[config.mk]
export PLATFORM = sky130hd
export DESIGN_NAME = x_input_feeder
export DESIGN_NICKNAME = d
export VERILOG_FILES = /design/src/rtl/x_input_feeder.sv
export SDC_FILE = /design/constraint.sdc
export NUM_CORES = 1
export LEC_CHECK = 0
export ABC_AREA = 0
export BUFFER_PORTS_ARGS = -buffer_cell sky130_fd_sc_hd__clkbuf_2
export CAP_MARGIN = 30
export CORE_MARGIN = 3
export CORE_UTILIZATION = 55
export DETAILED_ROUTE_END_ITERATION = 7
export PLACE_DENSITY = 0.73
export SYNTH_ARGS = -nofsm -noshare
export SYNTH_HDL_FRONTEND = slang
export SYNTH_SLANG_ARGS = --single-unit
[constraint.sdc]
create_clock -name clk -period 3.9 [get_ports clk]
set_clock_uncertainty 0.15 [all_clocks]
set_input_delay 0.39 -clock clk [delete_from_list [all_inputs] [get_ports clk]]
set_output_delay 0.39 -clock clk [all_outputs]
set_load 0.01 [all_outputs]
[src/rtl/x_input_feeder.sv]
// x_input_feeder: buffers host bytes in a DEPTH-entry FIFO and streams them to the matrix core as N_ELEM-byte X frames.
// Latency: 3 cycles from a push into an empty FIFO in IDLE to that byte on X_load with valid_input (push, START, pop register).
// Backpressure: host_ready drops while the FIFO holds DEPTH bytes; the core cannot stall a frame, the FIFO simply drains as bytes arrive.
module x_input_feeder #(
   parameter int DEPTH  = 8,
   parameter int N_ELEM = 32
) (
   input  logic       clk,
   input  logic       rst,
   input  logic [7:0] host_data,
   input  logic       host_valid,
   output logic       host_ready,
   input  logic       finish,
   output logic       start_in,
   output logic [7:0] X_load,
   output logic       valid_input,
   output logic       busy
);

   localparam int PW = $clog2(DEPTH);
   localparam int CW = PW + 1;

   localparam logic [1:0] IDLE      = 2'd0;
   localparam logic [1:0] START     = 2'd1;
   localparam logic [1:0] STREAM    = 2'd2;
   localparam logic [1:0] WAIT_DONE = 2'd3;

   logic [1:0]    state;
   logic [1:0]    state_nxt;
   logic [7:0]    mem [DEPTH];
   logic [PW-1:0] wr_ptr;
   logic [PW-1:0] rd_ptr;
   logic [CW-1:0] count;
   logic [5:0]    elem_cnt;
   logic          push;
   logic          pop;
   logic          last_elem;

   // Ready comes straight from the registered occupancy, so it never depends on host_valid.
   assign host_ready = (count != CW'(DEPTH));
   assign push       = host_valid & host_ready;
   // Pops look only at the count at the start of the cycle: a byte landing in an empty FIFO waits one cycle.
   assign pop        = (state == STREAM) && (count != '0);
   assign last_elem  = (elem_cnt == 6'(N_ELEM - 1));
   assign busy       = (state != IDLE);

   // Frame sequencing: finish only matters once the whole frame has been handed over.
   always_comb begin
      state_nxt = state;
      case (state)
         IDLE:      if (count != '0) state_nxt = START;
         START:     state_nxt = STREAM;
         STREAM:    if (pop && last_elem) state_nxt = WAIT_DONE;
         WAIT_DONE: if (finish) state_nxt = IDLE;
         default:   state_nxt = IDLE;
      endcase
   end

   // FSM, pointers and occupancy; pointers wrap naturally because DEPTH is a power of two.
   always_ff @(posedge clk or negedge rst) begin
      if (!rst) begin
         state  <= IDLE;
         wr_ptr <= '0;
         rd_ptr <= '0;
         count  <= '0;
      end else begin
         state <= state_nxt;
         if (push) wr_ptr <= wr_ptr + PW'(1);
         if (pop)  rd_ptr <= rd_ptr + PW'(1);
         if (push && !pop)
            count <= count + CW'(1);
         else if (pop && !push)
            count <= count - CW'(1);
      end
   end

   // Byte storage; contents are don't-care until written, so no reset is needed.
   always_ff @(posedge clk) begin
      if (push) mem[wr_ptr] <= host_data;
   end

   // Core-facing registers and per-frame element count.
   always_ff @(posedge clk or negedge rst) begin
      if (!rst) begin
         elem_cnt    <= '0;
         start_in    <= 1'b0;
         valid_input <= 1'b0;
         X_load      <= 8'h00;
      end else begin
         if (state == START)
            elem_cnt <= '0;
         else if (pop)
            elem_cnt <= elem_cnt + 6'd1;
         // High exactly while the FSM sits in START.
         start_in    <= (state_nxt == START);
         valid_input <= pop;
         if (pop) X_load <= mem[rd_ptr];
      end
   end

endmodule

==> flow_summary.json, run 1 <==
{
  "status": "finished, final reports clean",
  "rr_worst_depth": 9,
  "synthArstFlopShare": 0.3043,
  "p_int_mw": 2.124,
  "crit_type": "reg2reg",
  "grt_first_pass_wirelength_mm": 10.26,
  "cp_cell_sequence": "nor4_2, or2_1, buf_4, ha_1, inv_1, ha_1, a21o_1, a2111oi_0, o31ai_1",
  "ctsResizeCount": 0,
  "fin_crit_ns": 2.961,
  "ios": 24,
  "area_growth_pct": 10.76,
  "ir_drop_mv": 0.4034,
  "min_path_cells": 2,
  "nets": 308,
  "synth_cell_types": 42,
  "antenna_found_initial": 0,
  "cp-startpoint": "count[0]$_DFFE_PN0P_",
  "hold_class": "in2reg",
  "synth_flop_cell": "edfxtp_1",
  "netlist_area_mm2": 0.003802,
  "setup_slack_ns": 0.9387,
  "worstReg2RegEnd": "count[3]$_DFFE_PN0P_",
  "synthCells": 262,
  "grt_max_degree": 29,
  "clk_latency_ns": 0.35,
  "core_area_mm2": 0.006531,
  "synth_edf_count": 64,
  "diodes": 0,
  "avgSynthCellArea_um2": 14.51,
  "p_leak_nw": 1.653,
  "vias_per_cell": 5.679,
  "cts-root-buf": "clkbuf_8",
  "seq_area_mm2": 0.002623,
  "rsz0062_at_grt": "false",
  "cap_viol_max_count": 0,
  "synth_seq_cells": 92,
  "max-clock-path-buffers": 2,
  "cts_tree": "done",
  "regToRegSetupSlack_ns": 0.94,
  "cp_max_fo": 18,
  "yosysMostFrequentCell": "edfxtp_1",
  "wl_mm": 6.426,
  "worst_pin_slew_ns": 0.9330,
  "endpoint_kind": "register",
  "min_from": "finish",
  "hold_viol_final": 0,
  "combPwrFrac": 0.356,
  "initial_core_util": 0.5822,
  "p_per_area_mw_per_mm2": 792.7,
  "p_sw_mw": 1.215,
  "switching_share": 0.3639,
  "synth_commonest_cells": "64 x edfxtp_1, 34 x mux2i_1, 31 x nand2_1",
  "num_vias": 2107,
  "worstHoldEndpoint": "state[0]$_DFF_PN0_",
  "die_w_um": 89.15,
  "reg2reg_from": "count[0]$_DFFE_PN0P_",
  "tns_ns": 0,
  "yosys.area.top_type": "edfxtp_1",
  "crit_path_max_incr_delay_ns": 0.46,
  "setup_viol": 0,
  "slew_headroom": 0.3757,
  "yosysWarnings": 0,
  "h-tree-depth": 3,
  "critPathBufInv": 2,
  "ant_nets": 0,
  "die_area_mm2": 0.007947,
  "cp.required_ns": 3.98,
  "gr-total-overflow": 0,
  "synth_top_area_share": 0.5054,
  "dp_worst_setup_slack_ns": 0.9475,
  "start_kind": "register",
  "rows": 29,
  "total_power_mw": 3.339,
  "sequentialPowerShare": 0.444,
  "yosys-top-cells-area": "edfxtp_1 51%, dfrtp_1 18%, mux2i_1 9.0%",
  "period_share": 0.7593,
  "hpwl_mm": 4.135,
  "drtIter0Drc": 177,
  "drive_above_1_share": 0.1735,
  "gp_congestion": 0.7618,
  "nFillCells": 473,
  "post-cts-setup-buffer-count": 0,
  "cts_sinks": 92,
  "numCtsBuffers": 9,
  "multi_input_area_mm2": 0.001115,
  "power_frac_clock": 0.201,
  "seq_area_frac_synth": 0.6897,
  "wl_per_cell_um": 17.32,
  "dr.pass1.iters": 4,
  "first_global_vias": 2010,
  "slew_violations": 0,
  "cpMostUsedCell": "ha_1",
  "fmax_mhz": 337.7,
  "grt_usage": 0.1815,
  "drc_errors": 0,
  "critPathArrivalTime_ns": 3.04,
  "clk_pin_slew_ns": 0.09,
  "syn_nets": 281,
  "cp_slowest_cell": "dfrtp_1",
  "crit_family": "compound AO/OA/AOI/OAI gates",
  "chipHeight_um": 89.15,
  "io_buffers": 23
}
==> cell families (layout without fill, tap and decap cells) <==
| kind of cell | count (synthesis) | after routing | synth area share |
|---|---|---|---|
| compound gates | 32 | 32 | 0.06022 |
| buf+inv | 14 | 46 | 0.01843 |
| flops | 92 | 92 | 0.6897 |
| xor+xnor | 7 | 7 | 0.01612 |
| fa+ha+maj | 7 | 7 | 0.02501 |
| mux | 36 | 36 | 0.09641 |
| simple gates | 74 | 74 | 0.09411 |
==> per-stage QoR <==
step / hold slack (ns) / utilization / instances / cell area (um2)
2_1_floorplan: -0.05559 / - / 262 / 3802
3_3_place_gp: 0.3118 / 0.6103 / 354 / 3986
3_5_place_dp: 0.3188 / 0.6103 / 354 / 3986
4_1_cts: 0.06600 / 0.6448 / 371 / 4212
5_1_grt: 0.08865 / 0.6448 / 371 / 4212
6_report: 0.07460 / 0.6448 / 371 / 4212
==> metal layers <==
layer | part of all wire | track usage
met1 | 0.47 | 0.2484
met2 | 0.49 | 0.2806
met3 | 0.035 | 0.04147
met4 | 0.014 | 0.07848
met5 | 0 | 0
==> worst max path at each step <==
stage                      endpoint  slack, ns  cells after the start
2_1_floorplan  count[3]$_DFFE_PN0P_       1.08                      9
5_1_grt        count[3]$_DFFE_PN0P_       0.71                      9
6_report       count[3]$_DFFE_PN0P_       0.94                      9
3_3_place_gp   count[3]$_DFFE_PN0P_       1.05                      9
4_1_cts        count[3]$_DFFE_PN0P_       0.91                      9
3_5_place_dp   count[3]$_DFFE_PN0P_       0.95                      9
==> what timing repair did <==
action	4_1_cts	5_1_grt
endpoints found under the setup margin	0	0
endpoints found under the hold margin	28	0
hold buffers	1	0
==> layout by cell type, fill, tap and decap left out, types with 2 or more instances in the layout <==
master and instances:
a21oi_1 3, a22oi_1 16, buf_4 4, clkbuf_2 23
clkbuf_8 9, dfrtp_1 28, edfxtp_1 64, ha_1 6
inv_6 3, mux2i_1 34, nand2_1 31, nand2b_1 5
nand3_1 11, nor2_1 9, nor2b_1 3, nor3_1 5
o21ai_0 4, o31ai_1 2, xnor2_1 6
==> layout make-up <==
type,count,area share
Clock buffer,9,0.02941
Clock inverter,7,0.02169
Sequential cell,92,0.6227
Inverter,2,0.001783
Multi-Input combinational cell,156,0.2647
Timing Repair Buffer,28,0.03684
Tap cell,77,0.02288
==> power groups by stage <==
stage                     Combinational [mW]  Sequential (mW)  Clock, mW
after CTS                               1.20             1.48      0.681
final                                   1.19             1.48      0.670
after detailed placement                1.19             1.51          0
after floorplan                        0.896             1.48          0
after global routing                    1.33             1.52      0.730
after global placement                  1.16             1.49          0
==> flip-flops by register name, summed over array words and instances, names as in the netlist <==
| signal | flops |
|---|---|
| valid_input | 1 |
| state | 2 |
| mem | 64 |
| rd_ptr | 3 |
| elem_cnt | 6 |
| start_in | 1 |
| count | 4 |
| wr_ptr | 3 |
| X_load | 8 |
No activity file was read; power rests on OpenSTA's default activity.
==> inputs of run 2 (changes only) <==
--- a/config.mk
+++ b/config.mk
@@ -9,9 +9,9 @@
 export BUFFER_PORTS_ARGS = -buffer_cell sky130_fd_sc_hd__clkbuf_2
 export CAP_MARGIN = 30
 export CORE_MARGIN = 3
-export CORE_UTILIZATION = 55
+export CORE_UTILIZATION = 54
 export DETAILED_ROUTE_END_ITERATION = 7
-export PLACE_DENSITY = 0.73
+export PLACE_DENSITY = 0.75
 export SYNTH_ARGS = -nofsm -noshare
 export SYNTH_HDL_FRONTEND = slang
 export SYNTH_SLANG_ARGS = --single-unit
==> constraint.sdc (replaced) <==
create_clock -name clk -period 2.5 [get_ports clk]
set_clock_uncertainty 0.15 [all_clocks]
set_input_delay 0.25 -clock clk [delete_from_list [all_inputs] [get_ports clk]]
set_output_delay 0.25 -clock clk [all_outputs]
set_load 0.01 [all_outputs]
==> run 2 against run 1 <==
Total power increased by 59%. Die area increased by 1.7%. Design area increased by 2.5%. Critical path type unchanged. Worst hold slack got worse by 0.049 ns. Non-clock buffer count increased by 8. Clock-buffer cell count increased by 1. Sequential share of layout area decreased by 1.4 points. Fmax increased by 21%. Combinational power increased by 76%. Via count increased by 2.0%.
==> flow_summary.json, run 2 (synthesis gave the netlist of run 1 again) <==
{
  "largest_register": "mem",
  "cap_viol_max_count": 0,
  "hpwl_mm": 4.492,
  "die_area_mm2": 0.008085,
  "p_leak_nw": 1.674,
  "start_kind": "register",
  "fmax_mhz": 407.6,
  "period_share": 0.9815,
  "drc_errors": 0,
  "grt_usage": 0.1790,
  "crit_type": "reg2reg",
  "grt_use_met2": 0.2957,
  "hold_class": "in2reg",
  "cp.required_ns": 2.58,
  "hold_viol_final": 0,
  "clk_pin_slew_ns": 0.09,
  "numCtsBuffers": 9,
  "cp_max_fo": 5,
  "total_power_mw": 5.318,
  "dp_worst_setup_slack_ns": 0.05182,
  "chipHeight_um": 89.92,
  "area_growth_pct": 13.49,
  "ant_nets": 0,
  "grt_first_pass_wirelength_mm": 11.08,
  "p_per_area_mw_per_mm2": 1232,
  "layout_commonest_cell": "edfxtp_1",
  "stdcell_count": 395,
  "dpl.cell_count": 377,
  "wl_mm": 6.968,
  "h-tree-depth": 3,
  "slew_headroom": 0.3528,
  "critPathArrivalTime_ns": 2.53,
  "met1_usage": 0.2357,
  "io_buffers": 23,
  "gp_congestion": 0.7730,
  "top_regs": "mem (64), X_load (8), elem_cnt (6)",
  "diodes": 0,
  "worst_pin_slew_ns": 0.9672,
  "rsz0062_at_grt": "true",
  "first_global_vias": 2112,
  "drive_above_1_share": 0.2053,
  "grtUsageMet3": 0.04174,
  "post-cts-setup-buffer-count": 0,
  "cts_tree": "done",
  "layout_common_cells": "64 x edfxtp_1, 34 x mux2i_1, 31 x nand2_1, 26 x dfrtp_1, 23 x clkbuf_2",
  "max-clock-path-buffers": 2,
  "endpoint_kind": "register",
  "grt_max_degree": 35,
  "setup_slack_ns": 0.04634,
  "vias_per_cell": 5.441,
  "largest_register_ff_count": 64,
  "nets": 316,
  "cts_sinks": 92,
  "slew_violations": 0,
  "status": "finished, final reports clean",
  "ir_drop_mv": 0.7534,
  "utilization": 0.6571,
  "fin_crit_ns": 2.454,
  "cts-root-buf": "clkbuf_8",
  "tns_ns": 0,
  "setup_viol": 0,
  "core_area_mm2": 0.006568,
  "top_usage_layer": "met2",
  "clk_latency_ns": 0.35,
  "initial_core_util": 0.5790,
  "drtIter0Drc": 126,
  "wl_per_cell_um": 17.64,
  "rows": 29,
  "dr.pass1.iters": 5,
  "antenna_found_initial": 0,
  "die_w_um": 89.92,
  "ios": 24,
  "gr-total-overflow": 0,
  "num_vias": 2149
}
-- run 2: changes by cell type in the layout (fill, tap and decap cells not counted), moves of 2 or more --
| cell | before | now |
|---|---|---|
| buf_4 | 4 | 11 |
| clkinvlp_4 | 1 | 3 |
| dfrtp_1 | 28 | 26 |
| ha_4 | 0 | 2 |
| inv_6 | 3 | 0 |
| ha_1 | 6 | 4 |
| dfrtp_2 | 0 | 2 |
-- run 2: cell type report --
type,count,area (um2)
Clock inverter,6,65.06
Fill cell,477,2252
Inverter,2,10.01
Sequential cell,92,2625
Clock buffer,10,127.6
Tap cell,93,116.4
Multi-Input combinational cell,156,1154
Timing Repair Buffer,36,217.7
-- run 2: metal layers --
metal | vias up | share of wire
met3 | 7 | 0.032
met2 | 38 | 0.51
met4 | 0 | 0.010
met1 | 1059 | 0.45
met5 | - | 0
li1 | 1045 | -
-- run 2: metrics by stage --
step / instance area [um2] / hold slack, ns
2_1_floorplan: 3854 / -0.1956
3_3_place_gp: 4103 / 0.1933
3_5_place_dp: 4103 / 0.1945
4_1_cts: 4315 / 0.01596
5_1_grt: 4315 / 0.03171
6_report: 4315 / 0.02581
-- run 2: power by group --
part           total [mW]  switching, mW  internal (mW)
logic                2.09           1.19          0.901
clock network       0.973          0.512          0.461
registers            2.26          0.215           2.04
total                5.32           1.91           3.40
-- run 2: path summary, 6_finish.rpt --
| check | slack [ns] | start | to | cells after the start |
|---|---|---|---|---|
| max in group asynchronous | 1.35 | rst | count[0]$_DFFE_PN0P_ | 2 |
| setup reg to reg | 0.05 | count[1]$_DFFE_PN0P_ | count[3]$_DFFE_PN0P_ | 9 |
| hold reg to reg | 0.33 | X_load[0]$_DFFE_PN0P_ | X_load[0]$_DFFE_PN0P_ | 2 |
| setup / recovery | 0.05 | count[1]$_DFFE_PN0P_ | count[3]$_DFFE_PN0P_ | 9 |
| min in group asynchronous | 0.33 | rst | X_load[6]$_DFFE_PN0P_ | 2 |
| hold / removal | 0.03 | host_data[3] | mem[6][3]$_DFFE_PP_ | 1 |
-- run 2: what timing repair did --
action / CTS / global route
setup endpoints to repair: 0 / 1
gates resized for setup: 0 / 0
hold buffers: 2 / 0
hold endpoints to repair: 29 / 0
-- run 2: worst max-delay path, cell delays in order (launching register included) --
cell and delay, ns:
dfrtp_2 0.41, or4b_4 0.52, and2_4 0.17, ha_4 0.18
inv_4 0.08, ha_4 0.19, a21o_1 0.19, a21oi_2 0.14
mux2i_1 0.20, o31ai_1 0.09
==> inputs of run 3 (changes only) <==
--- a/config.mk
+++ b/config.mk
@@ -9,9 +9,9 @@
 export BUFFER_PORTS_ARGS = -buffer_cell sky130_fd_sc_hd__clkbuf_2
 export CAP_MARGIN = 30
 export CORE_MARGIN = 3
-export CORE_UTILIZATION = 54
+export CORE_UTILIZATION = 60
 export DETAILED_ROUTE_END_ITERATION = 7
-export PLACE_DENSITY = 0.75
+export PLACE_DENSITY = 0.79
 export SYNTH_ARGS = -nofsm -noshare
 export SYNTH_HDL_FRONTEND = slang
 export SYNTH_SLANG_ARGS = --single-unit
==> constraint.sdc (replaced) <==
create_clock -name clk -period 2.7 [get_ports clk]
set_clock_uncertainty 0.15 [all_clocks]
set_input_delay 0.27 -clock clk [delete_from_list [all_inputs] [get_ports clk]]
set_output_delay 0.27 -clock clk [all_outputs]
set_load 0.01 [all_outputs]
==> run 3 against run 2 <==
Design area shrank 0.72%. Critical path type unchanged. Via count grew 0.42%. Die area shrank 9.4%. Combinational power shrank 9%. Worst hold slack lost 0.0034 ns. Total power shrank 9.2%.
==> flow_summary.json, run 3 (synthesis gave the netlist of run 1 again) <==
{
  "drtIter0Drc": 188,
  "vias_per_cell": 5.664,
  "reg2reg_from": "count[2]$_DFFE_PN0P_",
  "highest_layer": "met4",
  "drive_above_1_share": 0.2124,
  "chipHeight_um": 85.61,
  "clk_pin_slew_ns": 0.09,
  "rsz0062_at_grt": "false",
  "wl_met3_um": 409,
  "clk_latency_ns": 0.36,
  "grt_first_pass_wirelength_mm": 10.70,
  "start_kind": "register",
  "whs_ns": 0.02237,
  "ant_nets": 0,
  "antenna_found_initial": 0,
  "p_leak_nw": 1.697,
  "grt_max_degree": 35,
  "regToRegSetupSlack_ns": 0.12,
  "die_area_mm2": 0.007328,
  "drc_errors": 0,
  "wl_mm": 6.741,
  "cts_tree": "done",
  "hold_class": "in2reg",
  "dr.pass1.iters": 4,
  "drt-met1-wl_mm": 2.813,
  "num_vias": 2158,
  "endpoint_kind": "register",
  "placed_area_mm2": 0.004080,
  "cp-startpoint": "count[2]$_DFFE_PN0P_",
  "p_per_area_mw_per_mm2": 1127,
  "ios": 24,
  "hpwl_mm": 4.257,
  "nets": 320,
  "nFillCells": 415,
  "slew_headroom": 0.4588,
  "cts_sinks": 92,
  "hold_viol_final": 0,
  "slew_violations": 0,
  "final_area_mm2": 0.004284,
  "numCtsBuffers": 9,
  "grt_usage": 0.2020,
  "top_regs": "mem (64), X_load (8), elem_cnt (6)",
  "max-clock-path-buffers": 2,
  "gr-total-overflow": 0,
  "wl_per_cell_um": 17.69,
  "io_buffers": 23,
  "critPathArrivalTime_ns": 2.67,
  "largest_register": "mem",
  "rr_worst_depth": 9,
  "setup_viol": 0,
  "cts-root-buf": "clkbuf_8",
  "layout_commonest_cell": "edfxtp_1",
  "status": "finished, final reports clean",
  "fmax_mhz": 387.5,
  "crit_type": "reg2reg",
  "rows": 28,
  "die_w_um": 85.61,
  "largest_register_ff_count": 64,
  "layout_common_cells": "64 x edfxtp_1, 34 x mux2i_1, 31 x nand2_1, 27 x dfrtp_1, 23 x clkbuf_2",
  "worstReg2RegEnd": "count[3]$_DFFE_PN0P_",
  "cap_viol_max_count": 0,
  "post-cts-setup-buffer-count": 0,
  "period_share": 0.9557,
  "route.met2.wl_mm": 3.409,
  "cp_max_fo": 6,
  "initial_core_util": 0.6310,
  "worst_pin_slew_ns": 0.8056,
  "diodes": 0,
  "area_growth_pct": 12.67,
  "gp_congestion": 0.7554,
  "fin_crit_ns": 2.580,
  "crit_path_end": "count[3]$_DFFE_PN0P_",
  "ir_drop_mv": 0.7550,
  "cp.required_ns": 2.79,
  "h-tree-depth": 3,
  "first_global_vias": 2087,
  "core_area_mm2": 0.006026,
  "tns_ns": 0
}
## run 3: area by class of cell
| class | instances | area [um2] | share of cell area |
|---|---|---|---|
| repair buffers | 40 | 247.7 | 0.05783 |
| multi-input cells | 156 | 1127 | 0.2631 |
| clock buffers | 9 | 123.9 | 0.02891 |
| well taps | 75 | 93.84 | 0.02190 |
| flip-flops and latches | 92 | 2624 | 0.6124 |
| clock inverters | 7 | 57.56 | 0.01343 |
| inverters | 2 | 10.01 | 0.002336 |
## run 3: power breakdown
group	leakage [nW]	internal [mW]	switching [mW]	total, mW
combinational	0.690	0.818	1.09	1.90
clock	0.0881	0.347	0.498	0.844
sequential	0.918	1.89	0.194	2.08
total	1.70	3.05	1.78	4.83
## run 3: metal layers
| layer | global-route usage | vias to the layer above |
|---|---|---|
| met2 | 0.3291 | 60 |
| met3 | 0.04323 | 12 |
| li1 | - | 1058 |
| met1 | 0.2583 | 1028 |
| met5 | 0 | - |
| met4 | 0.1007 | 0 |
## run 3: how the worst min path moves through the flow
stage                              endpoint          from  cells past startpoint
floorplan             X_load[0]$_DFFE_PN0P_           rst                      0
global placement    elem_cnt[2]$_DFFE_PN0P_           rst                      1
detailed placement  elem_cnt[0]$_DFFE_PN0P_           rst                      1
CTS                     mem[0][2]$_DFFE_PP_  host_data[2]                      1
global route            mem[3][5]$_DFFE_PP_  host_data[5]                      1
finish                  mem[1][1]$_DFFE_PP_  host_data[1]                      1
## run 3: per-stage QoR
step / power, mW / util / instances / setup WS [ns]
after detailed placement: 4.020 / 0.6771 / 363 / 0.09193
final: 4.828 / 0.7110 / 381 / 0.1196
after global routing: 5.146 / 0.7110 / 381 / 0.01357
after global placement: 3.941 / 0.6771 / 363 / 0.1461
after CTS: 4.855 / 0.7105 / 381 / 0.08185
after floorplan: 3.473 / - / 262 / 0.004887
## run 3: critical path: stages (launching register included)
cell	delay [ns]
dfrtp_1	0.39
or4b_4	0.54
and2_4	0.20
ha_2	0.24
inv_4	0.09
ha_1	0.22
a21o_1	0.19
a21oi_1	0.18
mux2i_1	0.19
o31ai_1	0.08
## run 3: what timing repair did
item                                    4_1_cts  5_1_grt
endpoints found under the setup margin        0        1
endpoints found under the hold margin        29        0
hold buffers                                  2        0
gates resized for setup                       0        1
